**src/rtl/write_dest_pipe.sv**
```systemverilog
// Destination-register pipeline from decode to write-back, with hazard
// detection against every in-flight write and a saturating commit counter.
module write_dest_pipe #(
  parameter int ADDR_W   = 5,
  parameter int DEPTH    = 3,
  parameter int LINK_REG = 31
) (
  input  logic              clk,
  input  logic              rst_n,
  input  logic [1:0]        RegDst,
  input  logic [ADDR_W-1:0] rt,
  input  logic [ADDR_W-1:0] rd,
  input  logic              RegWrite,
  input  logic              in_valid,
  input  logic              stall,
  input  logic              flush,
  input  logic [ADDR_W-1:0] rs_q,
  input  logic [ADDR_W-1:0] rt_q,
  output logic [ADDR_W-1:0] WriteRegister,
  output logic              wb_we,
  output logic              hazard_rs,
  output logic              hazard_rt,
  output logic [((DEPTH > 1) ? $clog2(DEPTH) : 1)-1:0] dist_rs,
  output logic [((DEPTH > 1) ? $clog2(DEPTH) : 1)-1:0] dist_rt,
  output logic [15:0]       write_count
);
  localparam int DIST_W = (DEPTH > 1) ? $clog2(DEPTH) : 1;

  logic [DEPTH-1:0][ADDR_W-1:0] addrPipe;
  logic [DEPTH-1:0]             wePipe;
  logic [DEPTH-1:0]             matchRs, matchRt;
  logic [ADDR_W-1:0]            newAddr;
  logic                         newWe;

  always_comb begin
    newAddr = '0;
    case (RegDst)
      2'b00:   newAddr = rt;
      2'b01:   newAddr = rd;
      2'b10:   newAddr = ADDR_W'(LINK_REG);
      default: newAddr = '0;
    endcase
  end

  // Register 0 is hardwired, so writes to it never enter the pipe as live.
  assign newWe = in_valid && RegWrite && (RegDst != 2'b11) && (newAddr != '0);

  always_ff @(posedge clk or negedge rst_n) begin
    if (!rst_n) begin
      addrPipe <= '0;
      wePipe   <= '0;
    end else if (flush) begin
      addrPipe <= '0;
      wePipe   <= '0;
    end else if (!stall) begin
      for (int k = DEPTH - 1; k > 0; k--) begin
        addrPipe[k] <= addrPipe[k-1];
        wePipe[k]   <= wePipe[k-1];
      end
      addrPipe[0] <= newAddr;
      wePipe[0]   <= newWe;
    end
  end

  // A stalled last-stage entry is held back and commits on the first free cycle.
  assign wb_we         = wePipe[DEPTH-1] && !stall && !flush;
  assign WriteRegister = wePipe[DEPTH-1] ? addrPipe[DEPTH-1] : '0;

  always_ff @(posedge clk or negedge rst_n) begin
    if (!rst_n)
      write_count <= '0;
    else if (wb_we && write_count != 16'hFFFF)
      write_count <= write_count + 16'd1;
  end

  for (genvar k = 0; k < DEPTH; k++) begin : g_match
    assign matchRs[k] = wePipe[k] && (addrPipe[k] == rs_q);
    assign matchRt[k] = wePipe[k] && (addrPipe[k] == rt_q);
  end

  assign hazard_rs = (rs_q != '0) && (|matchRs);
  assign hazard_rt = (rt_q != '0) && (|matchRt);

  // Scan oldest to youngest so the youngest match wins.
  always_comb begin
    dist_rs = '0;
    dist_rt = '0;
    for (int k = DEPTH - 1; k >= 0; k--) begin
      if (matchRs[k] && rs_q != '0) dist_rs = DIST_W'(k);
      if (matchRt[k] && rt_q != '0) dist_rt = DIST_W'(k);
    end
  end

endmodule

```
**config.mk**
```make
export PLATFORM = sky130hd
export DESIGN_NAME = write_dest_pipe
export DESIGN_NICKNAME = d
export VERILOG_FILES = /design/src/rtl/write_dest_pipe.sv
export SDC_FILE = /design/constraint.sdc
export NUM_CORES = 1
export LEC_CHECK = 0
export CAP_MARGIN = 40
export CORE_MARGIN = 2
export CORE_UTILIZATION = 48
export CTS_CLUSTER_SIZE = 25
export DETAILED_ROUTE_END_ITERATION = 8
export GPL_TIMING_DRIVEN = 1
export PLACE_DENSITY = 0.79
export SETUP_SLACK_MARGIN = 0.02
export SYNTH_ARGS = -nofsm -noshare
export SYNTH_HDL_FRONTEND = slang
export SYNTH_SLANG_ARGS = --single-unit
```
**constraint.sdc**
```tcl
create_clock -name clk -period 2.2 [get_ports clk]
set_input_delay 0.22 -clock clk [delete_from_list [all_inputs] [get_ports clk]]
set_output_delay 0.22 -clock clk [all_outputs]
set_load 0.01 [all_outputs]
```
; After elaboration in Yosys (flattened, before gate mapping)
; Index checks and enable logic that the tools add are counted.
[classes]
addsub = 1
mul = 0
div = 0
order_cmp = 0
n_eq_ne = 11
n_shift = 0
mux = 12
bitwise_logic = 0
n_reduce_logical = 28
[ops]
columns = operator, n
row1 = $eq 5x5->1, 6
row2 = $mux 15, 2
row3 = $logic_and 1x1->1, 20
row4 = $add 16x1->16 const B, 1
row5 = $ne 16x16->1 const B, 1
row6 = $pmux 5 s3, 1
row7 = $reduce_bool 5->1, 3
row8 = $mux 2, 6
row9 = $mux 3, 2
row10 = $reduce_or 3->1, 2
row11 = $mux 5, 1
row12 = $eq 2x1->1 const B, 1
row13 = $eq 2x2->1 const B, 1
row14 = $logic_not 1->1, 2
row15 = $logic_not 2->1, 1
row16 = $ne 2x1->1 const B, 1
row17 = $ne 2x2->1 const B, 1
[word_totals]
regBits = 34
latchBits = 0
ramBits = 0
romBits = 0
out_inout_bits = 28
wordCells = 57
memories = 0

; Logic depth before layout (Yosys ltp)
[depth]
ltp_word = 6
ltp_mapped = 5
ltp_nobuf = 5

; Worst setup path after synthesis
; No wires, ideal clock.
[synth_path]
kind = register to register
startpoint = register write_count[0]
endpoint = register write_count[1]
setup_time_ns = 0.125
t_arrival_ns = 1.525
required_time_ns = 2.075
path_slack_ns = 0.550
path_stages_with_launch = 6
period_less_slack_ns = 1.650
path_cell_list = dfrtp_1 ha_1 nand2_1 nor3_1 a21boi_2 mux2_2
[synth_between]
elab_chain_cells = 2
word_cells_on_any_way = 3
classes_between = add/sub (1) / eq/ne (1) / reduce/logical (1)
[synth_lines]
columns = element, line_no
row1 = from (decl), 25  ; output logic [15:0] write_count
row2 = from (signal assigned), 73  ; write_count <= write_count + 16'd1;
row3 = branches (longest 2 deep; another with $add 16x1->16), n/a
; Several ways; the timed one is not identified.
; A chain may end at the register's enable or synchronous reset.

; Worst setup path after layout
[layout_path]
startpoint = input rs_q[1]
endpoint = output dist_rs[1] (netlist name)
[layout_between]
elab_chain_cells = 6
word_cells_on_any_way = 13
classes_between = eq/ne (3) / mux (3) / reduce/logical (7)
[layout_lines]
columns = element, line_no
row1 = from (decl), 17  ; input logic [ADDR_W-1:0] rs_q,
row2 = $eq 5x5->1, 77  ; assign matchRs[k] = wePipe[k] && (addrPipe[k] == rs_q);
row3 = $logic_and 1x1->1, 77
row4 = $logic_and 1x1->1, 89  ; if (matchRs[k] && rs_q != '0) dist_rs = DIST_W'(k);
row5 = $mux 2 (2 in a row), 89
row6 = $mux 2 *, 89
row7 = to (decl), 23  ; output logic [((DEPTH > 1) ? $clog2(DEPTH) : 1)-1:0] dist_rs,
; Mark *: on every way between the ends. The rest lies on a longest branch, timed or not.

==> flow_summary.html <==
<table>
<tr><th>Metric</th><th>Value</th></tr>
<tr><th colspan="2">Power</th></tr>
<tr><td>Power density relative to cell area</td><td>456 nW/µm²</td></tr>
<tr><td>Power, Total</td><td>1.33 mW</td></tr>
<tr><td>Leakage power</td><td>1.33 nW</td></tr>
<tr><td>Worst ir drop on vdd</td><td>0.471 mV</td></tr>
<tr><th colspan="2">Route</th></tr>
<tr><td>Vias after detailed routing</td><td>1872</td></tr>
<tr><td>DRC errors left</td><td>0</td></tr>
<tr><td>Total Routed Length</td><td>5.21 mm</td></tr>
<tr><td>Post-DRT Antenna Nets</td><td>0</td></tr>
<tr><td>First-pass DRT Iterations</td><td>4</td></tr>
<tr><td>Wire per inst</td><td>15.7 µm</td></tr>
<tr><td>DR vias/cell</td><td>5.66</td></tr>
<tr><td>Drt initial violations</td><td>112</td></tr>
<tr><th colspan="2">Synthesis</th></tr>
<tr><td>Number of distinct library cells after synthesis</td><td>41</td></tr>
<tr><td>Number of warning messages in the yosys log</td><td>0</td></tr>
<tr><td>Post-Synthesis Cell Area</td><td>2090 µm²</td></tr>
<tr><td>Post-Synthesis Net Count</td><td>239</td></tr>
<tr><td>Cell count after synthesis</td><td>210</td></tr>
<tr><td>Main synth FF type</td><td>dfrtp_1</td></tr>
<tr><td>Number of synthesized register bits</td><td>34</td></tr>
<tr><td>Seq/Total Area, Yosys</td><td>0.407</td></tr>
<tr><td>EDFF count, synth</td><td>0</td></tr>
<tr><td>Mean instance size in the synthesized netlist</td><td>9.95 µm²</td></tr>
<tr><td>Share of flip-flops with an asynchronous set or reset</td><td>1.00</td></tr>
<tr><th colspan="2">Placed design</th></tr>
<tr><td>Port Buffers</td><td>55</td></tr>
<tr><td>Cells after DPL</td><td>322</td></tr>
<tr><td>Worst-case setup slack after placement</td><td>-220 ps</td></tr>
<tr><td>Gpl congestion</td><td>0.872</td></tr>
<tr><td>Dpl hpwl</td><td>3.80 mm</td></tr>
<tr><th colspan="2">Finish</th></tr>
<tr><td>Most common cell after layout, fill and taps aside</td><td>clkdlybuf4s50_1</td></tr>
<tr><td>Final net count</td><td>309</td></tr>
<tr><td>Post-route non-filler standard cell count</td><td>331</td></tr>
<tr><td>Number of antenna repair diodes</td><td>0</td></tr>
<tr><td>Final cell utilization of the core</td><td>0.714</td></tr>
<tr><td>Layout area overhead</td><td>39.6%</td></tr>
<tr><td>Proportion of layout cells with a drive suffix above 1</td><td>0.167</td></tr>
<tr><td>FILL cells</td><td>332</td></tr>
<tr><td>Most frequent cells in the layout</td><td>clkdlybuf4s50_1 (46), xor2_1 (31), dfrtp_1 (31), nor2_1 (23), mux2i_1 (15)</td></tr>
<tr><th colspan="2">Floorplanning</th></tr>
<tr><td>Die W</td><td>70.0 µm</td></tr>
<tr><td>Die Y</td><td>70.0 µm</td></tr>
<tr><td>Die Area</td><td>4900 µm²</td></tr>
<tr><td>Total I/O pin count</td><td>56</td></tr>
<tr><td>Standard-cell rows</td><td>23</td></tr>
<tr><td>Core ar.</td><td>4090 µm²</td></tr>
<tr><td>Initial standard-cell utilization of the core</td><td>0.511</td></tr>
<tr><th colspan="2">Clock tree</th></tr>
<tr><td>Clock slew at reported path FFs</td><td>70 ps</td></tr>
<tr><td># clock sinks</td><td>34</td></tr>
<tr><td>Clock Tree Buf Depth</td><td>2</td></tr>
<tr><td>Count of hold buffers inserted by post-cts repair</td><td>0</td></tr>
<tr><td>TritonCTS clock tree</td><td>yes</td></tr>
<tr><td>Clock buffer count from CTS</td><td>5</td></tr>
<tr><td>Skew-Pair Late Insertion Delay</td><td>290 ps</td></tr>
<tr><td>CTS H-tree depth</td><td>2</td></tr>
<tr><td>Cell at the root of the clock tree</td><td>clkbuf_8</td></tr>
<tr><th colspan="2">Global route</th></tr>
<tr><td>Global-route wire length before repair</td><td>8.50 mm</td></tr>
<tr><td>Initial antenna violation count</td><td>0</td></tr>
<tr><td>Residual overflow from global routing</td><td>0</td></tr>
<tr><td>Pin count of the biggest net entering global routing</td><td>35</td></tr>
<tr><td>Overall global routing resource usage</td><td>0.215</td></tr>
<tr><td>Via count of the first global-routing pass</td><td>1848</td></tr>
<tr><th colspan="2">Timing</th></tr>
<tr><td>Min Clock Period, post-route</td><td>2130 ps</td></tr>
<tr><td>Worst-Margin Slew</td><td>536 ps</td></tr>
<tr><td>Fin crit share</td><td>0.969</td></tr>
<tr><td>Setup repair after global routing missed its margin</td><td>true</td></tr>
<tr><td>Max-slew violation count</td><td>0</td></tr>
<tr><td>Hold violation count in the final report</td><td>0</td></tr>
<tr><td>Clk_skew</td><td>5.02 ps</td></tr>
<tr><td>Setup violators final</td><td>0</td></tr>
<tr><td>Max Clock Freq</td><td>0.469 GHz</td></tr>
<tr><td>Relative max-transition margin</td><td>0.639</td></tr>
<tr><td>Min Hold Slack</td><td>343 ps</td></tr>
<tr><td>Fin worst setup slack</td><td>68.2 ps</td></tr>
<tr><th colspan="2">Critical path</th></tr>
<tr><td>Nature of the critical path startpoint</td><td>input pin</td></tr>
<tr><td>Kind of critical path</td><td>in2out</td></tr>
<tr><td>Largest fanout on the critical path</td><td>3</td></tr>
<tr><td>Critical Path Sink Type</td><td>primary output</td></tr>
<tr><td>Critical path arrival</td><td>1910 ps</td></tr>
<tr><td>Worst path required time</td><td>1980 ps</td></tr>
<tr><th colspan="2">Worst hold path</th></tr>
<tr><td>Worst Hold Class</td><td>in2async</td></tr>
<tr><th colspan="2">Status</th></tr>
<tr><td>Outcome</td><td>completed</td></tr>
<tr><th colspan="2">Job</th></tr>
<tr><td>Max-Cap Viols</td><td>0</td></tr>
</table>
-- stage by stage --
| stage | area [µm²] | TNS (ps) |
|---|---|---|
| 2_1_floorplan | 2090 | 0 |
| 3_5_place_dp | 2780 | -1100 |
| 6_report | 2920 | 0 |
| 3_3_place_gp | 2780 | -917 |
| 4_1_cts | 2880 | -19.5 |
| 5_1_grt | 2920 | -51.4 |
-- power breakdown --
| part | internal (mW) | switching (mW) | total [mW] |
|---|---|---|---|
| registers | 0.638 | 0.0209 | 0.659 |
| logic | 0.104 | 0.0918 | 0.196 |
| clock network | 0.251 | 0.224 | 0.475 |
| total | 0.993 | 0.336 | 1.33 |
-- cell type report --
cell class	count	area, µm²	area share
Clock buffer	6	82.6	0.0283
Clock inverter	2	12.5	0.00429
Multi-Input combinational cell	170	1250	0.430
Sequential cell	34	855	0.293
Tap cell	50	62.6	0.0215
Timing Repair Buffer	69	649	0.223
-- worst max-delay path: stages --
cell,delay [ps]
clkdlybuf4s50_1,440
buf_4,160
or4_1,520
nor2_1,210
nor4b_2,80
dlygate4sd2_1,290
-- final timing paths --
path / from / endpoint / slack, ps / depth (start not counted)
hold reg to reg: write_count[8] / write_count[8] / 510 / 1
hold / removal: rst_n / wePipe[0] / 340 / 2
setup / recovery: rs_q[1] / dist_rs[1] / 70 / 6
setup reg to reg: wePipe[2] / write_count[11] / 350 / 4
min in group clk: write_count[8] / write_count[8] / 510 / 1
max in group asynchronous: rst_n / addrPipe[13] / 1530 / 2
-- cell families (layout without fill, tap and decap cells) --
family	Yosys count	count (layout)	synth area share
AOI/OAI and AO/OA	26	26	0.0856
xor gates and xnor gates	40	40	0.168
adders and majority gates	1	1	0.00599
buffers and inverters	6	77	0.0108
DFF	34	34	0.407
muxes	17	17	0.0826
and+or+nand+nor	86	86	0.240
-- flip-flops by register name (all words and copies together) (netlist names) --
name and count:
write_count 16, addrPipe 15, wePipe 3
-- cells in the mapped netlist, types with 2 or more instances --
library cell / number / share of area
a21oi_1: 8 / 0.019
a31oi_1: 4 / 0.012
and2_2: 5 / 0.018
and3_1: 3 / 0.0090
and4_1: 2 / 0.0084
buf_1: 3 / 0.0054
clkbuf_1: 3 / 0.0054
dfrtp_1: 34 / 0.41
mux2i_1: 15 / 0.072
nand2_1: 8 / 0.014
nand3_1: 8 / 0.019
nand3b_1: 3 / 0.011
nand4_1: 7 / 0.021
nor2_1: 24 / 0.043
nor3_1: 4 / 0.0096
nor4_1: 8 / 0.024
nor4b_1: 3 / 0.013
o211ai_1: 2 / 0.0072
o21bai_1: 2 / 0.0072
o2bb2ai_1: 3 / 0.013
o41ai_1: 2 / 0.0084
or4_1: 2 / 0.0072
xnor2_1: 9 / 0.038
xor2_1: 31 / 0.13
-- per-layer routing --
| metal | up-vias | track usage | wire length (µm) |
|---|---|---|---|
| met4 | 0 | 0.0962 | 57 |
| met5 | - | 0 | 0 |
| met1 | 907 | 0.281 | 2330 |
| met2 | 48 | 0.341 | 2580 |
| li1 | 911 | - | - |
| met3 | 6 | 0.0476 | 239 |
-- timing repair --
item | in CTS | in global routing
resized for setup | 10 | 15
endpoints found under the setup margin | 6 | 6
buffers inserted | 1 | 0
hold endpoints to repair | 0 | 0
cloned | 0 | 0
pin swaps | 2 | 5
No activity file was read; power rests on OpenSTA's default activity.
==> variant, RTL diff (config.mk and constraints unchanged) <==
Set the parameter `ADDR_W` to 6 (it was 5).
--- a/src/rtl/write_dest_pipe.sv
+++ b/src/rtl/write_dest_pipe.sv
@@ -1,7 +1,7 @@
 // Destination-register pipeline from decode to write-back, with hazard
 // detection against every in-flight write and a saturating commit counter.
 module write_dest_pipe #(
-  parameter int ADDR_W   = 5,
+  parameter int ADDR_W   = 6,
   parameter int DEPTH    = 3,
   parameter int LINK_REG = 31
 ) (
Ports: changed (5 resized); port bits go from 56 to 61. The function was not compared with the original's and may differ.
==> variant against the original RTL <==
Area after synthesis is 8.6% higher. Synthesized cell count is 6.7% higher. Power is 8.2% higher. Setup slack better by 0.014 ns. Non-clock buffer count is 20 higher. Sequential cell count is 3 higher. Routed wire length is 10% higher. Design area is 12% higher. Final cell count is 11% higher. Worst hold slack better by 0.0089 ns.
==> variant: results (changes against the original RTL) <==
| Metric | Value |
|---|---|
| Status | `completed` |
| DRT Wirelength | `5730 µm (+10%)` |
| Final hold slack | `0.352 ns (+0.00885 ns)` |
| Synth Area in XOR/XNOR | `19.7% (+2.9 points)` |
| Layout cell share with drive strength beyond 1 | `23.4% (+6.7 points)` |
| Max-slew headroom | `69.4% (+5.5 points)` |
| Antenna diodes | `0 (unchanged)` |
| Clk_skew | `0.00492 ns (-0.000102 ns)` |
| R2r endpoint | `write_count[13]` |
| Net Sw Frac | `24.9% (-0.40 points)` |
| Top cells by area, synth | `dfrtp_1 (41%), xnor2_1 (11%), mux2i_1 (8.8%)` |
| Placed cell count | `356 (+11%)` |
| YS warnings | `0 (unchanged)` |
| Vias | `1978 (+5.7%)` |
| First-pass GRT wire length | `8940 µm (+5.1%)` |
| Comb power frac | `17.2% (+2.5 points)` |
| IO buf count | `60 (+9.1%)` |
| Adder-cell share of the synthesized area | `0.551% (-0.048 points)` |
| Overall Power | `1.44 mW (+8.2%)` |
| Nets | `345 (+12%)` |
| DP HPWL | `4200 µm (+10%)` |
| Worst slack, placed | `-0.337 ns (-0.117 ns)` |
| Reg power frac | `50.1% (+0.5 points)` |
| Dpl cell area | `3100 µm² (+11%)` |
| Vias in the first global route | `1885 (+2.0%)` |
| Worst r2r path cells | `5 (+1)` |
| CP Launch Point | `rt_q[5]` |
| R2R setup slack | `0.45 ns (+0.10 ns)` |
| Worst-path clk slew | `0.07 ns (about the same)` |
| CP delay by family, top | `simple AND/OR/NAND/NOR gates` |
| Cell variety after synth | `32 (-22%)` |
| Peak supply drop | `0.233 mV (-51%)` |
| Syn_area_per_cell | `10.1 µm² (+1.8%)` |
| Post-synthesis compound-gate area fraction | `3.31% (-5.3 points)` |
| FILL cells | `350 (+5.4%)` |
| Largest net degree at the start of global routing | `38 (+8.6%)` |
| GRT Total Usage | `21.7% (+0.21 points)` |
| Largest regs | `addrPipe (18), write_count (16), wePipe (3)` |
| Net Count, Synth | `257 (+7.5%)` |
| Gpl congestion | `0.834 (-4.3%)` |
| Largest stage delay, worst path | `0.47 ns (-0.05 ns)` |
| Bufs on Longest Clock Path | `2 (unchanged)` |
| Final period util | `96.3% (-0.64 points)` |
| Worst setup endpoint | `hazard_rt` |
| Non-filler cells, final | `366 (+11%)` |
| Post-synthesis mux area share | `9.32% (+1.1 points)` |
| Post-synthesis sequential area ratio | `40.8% (+0.075 points)` |
| Number of gates resized after CTS | `16 (+6)` |
| Critical path fanouts, max | `3 (unchanged)` |
| Hold Crit Class | `primary input to async pin` |
| DR iter-0 viols | `69 (-38%)` |
| Top post-synthesis cells by count | `dfrtp_1 (37), xnor2_1 (29), nor2_1 (28)` |
| Clk root buf | `clkbuf_8` |
| Fin area | `3260 µm² (+12%)` |
| Post-CTS setup buffer count | `0 (-1)` |
| Initial antenna violation count | `0 (unchanged)` |
| Htree depth | `2 (unchanged)` |
| P_leak | `1.51 nW (+13%)` |
==> variant: cell types whose count changed in the layout (fill, tap and decap cells not counted), sizes merged, moves of 4 or more <==
| cell | before | now |
|---|---|---|
| nor2 | 24 | 30 |
| buf | 15 | 31 |
| nor2b | 1 | 5 |
| a31oi | 4 | 0 |
| xor2 | 31 | 22 |
| clkdlybuf4s50 | 46 | 51 |
| o21ai | 1 | 5 |
| xnor2 | 9 | 29 |
| a21oi | 8 | 1 |
| nor4 | 9 | 5 |
| mux2i | 15 | 20 |
==> variant: area by class of cell <==
cell class | instances | area share (%)
Clock buffer | 6 | 2.53
Multi-Input combinational cell | 179 | 42.1
Timing Repair Buffer | 89 | 24.5
Tap cell | 54 | 2.07
Clock inverter | 1 | 0.230
Sequential cell | 37 | 28.6
==> variant: layer usage <==
metal	track usage (%)	routed length [µm]	up-vias
li1	-	-	951
met1	29.0	2550	968
met2	34.9	2810	45
met3	4.01	205	14
met4	8.64	156	0
met5	0	0	-
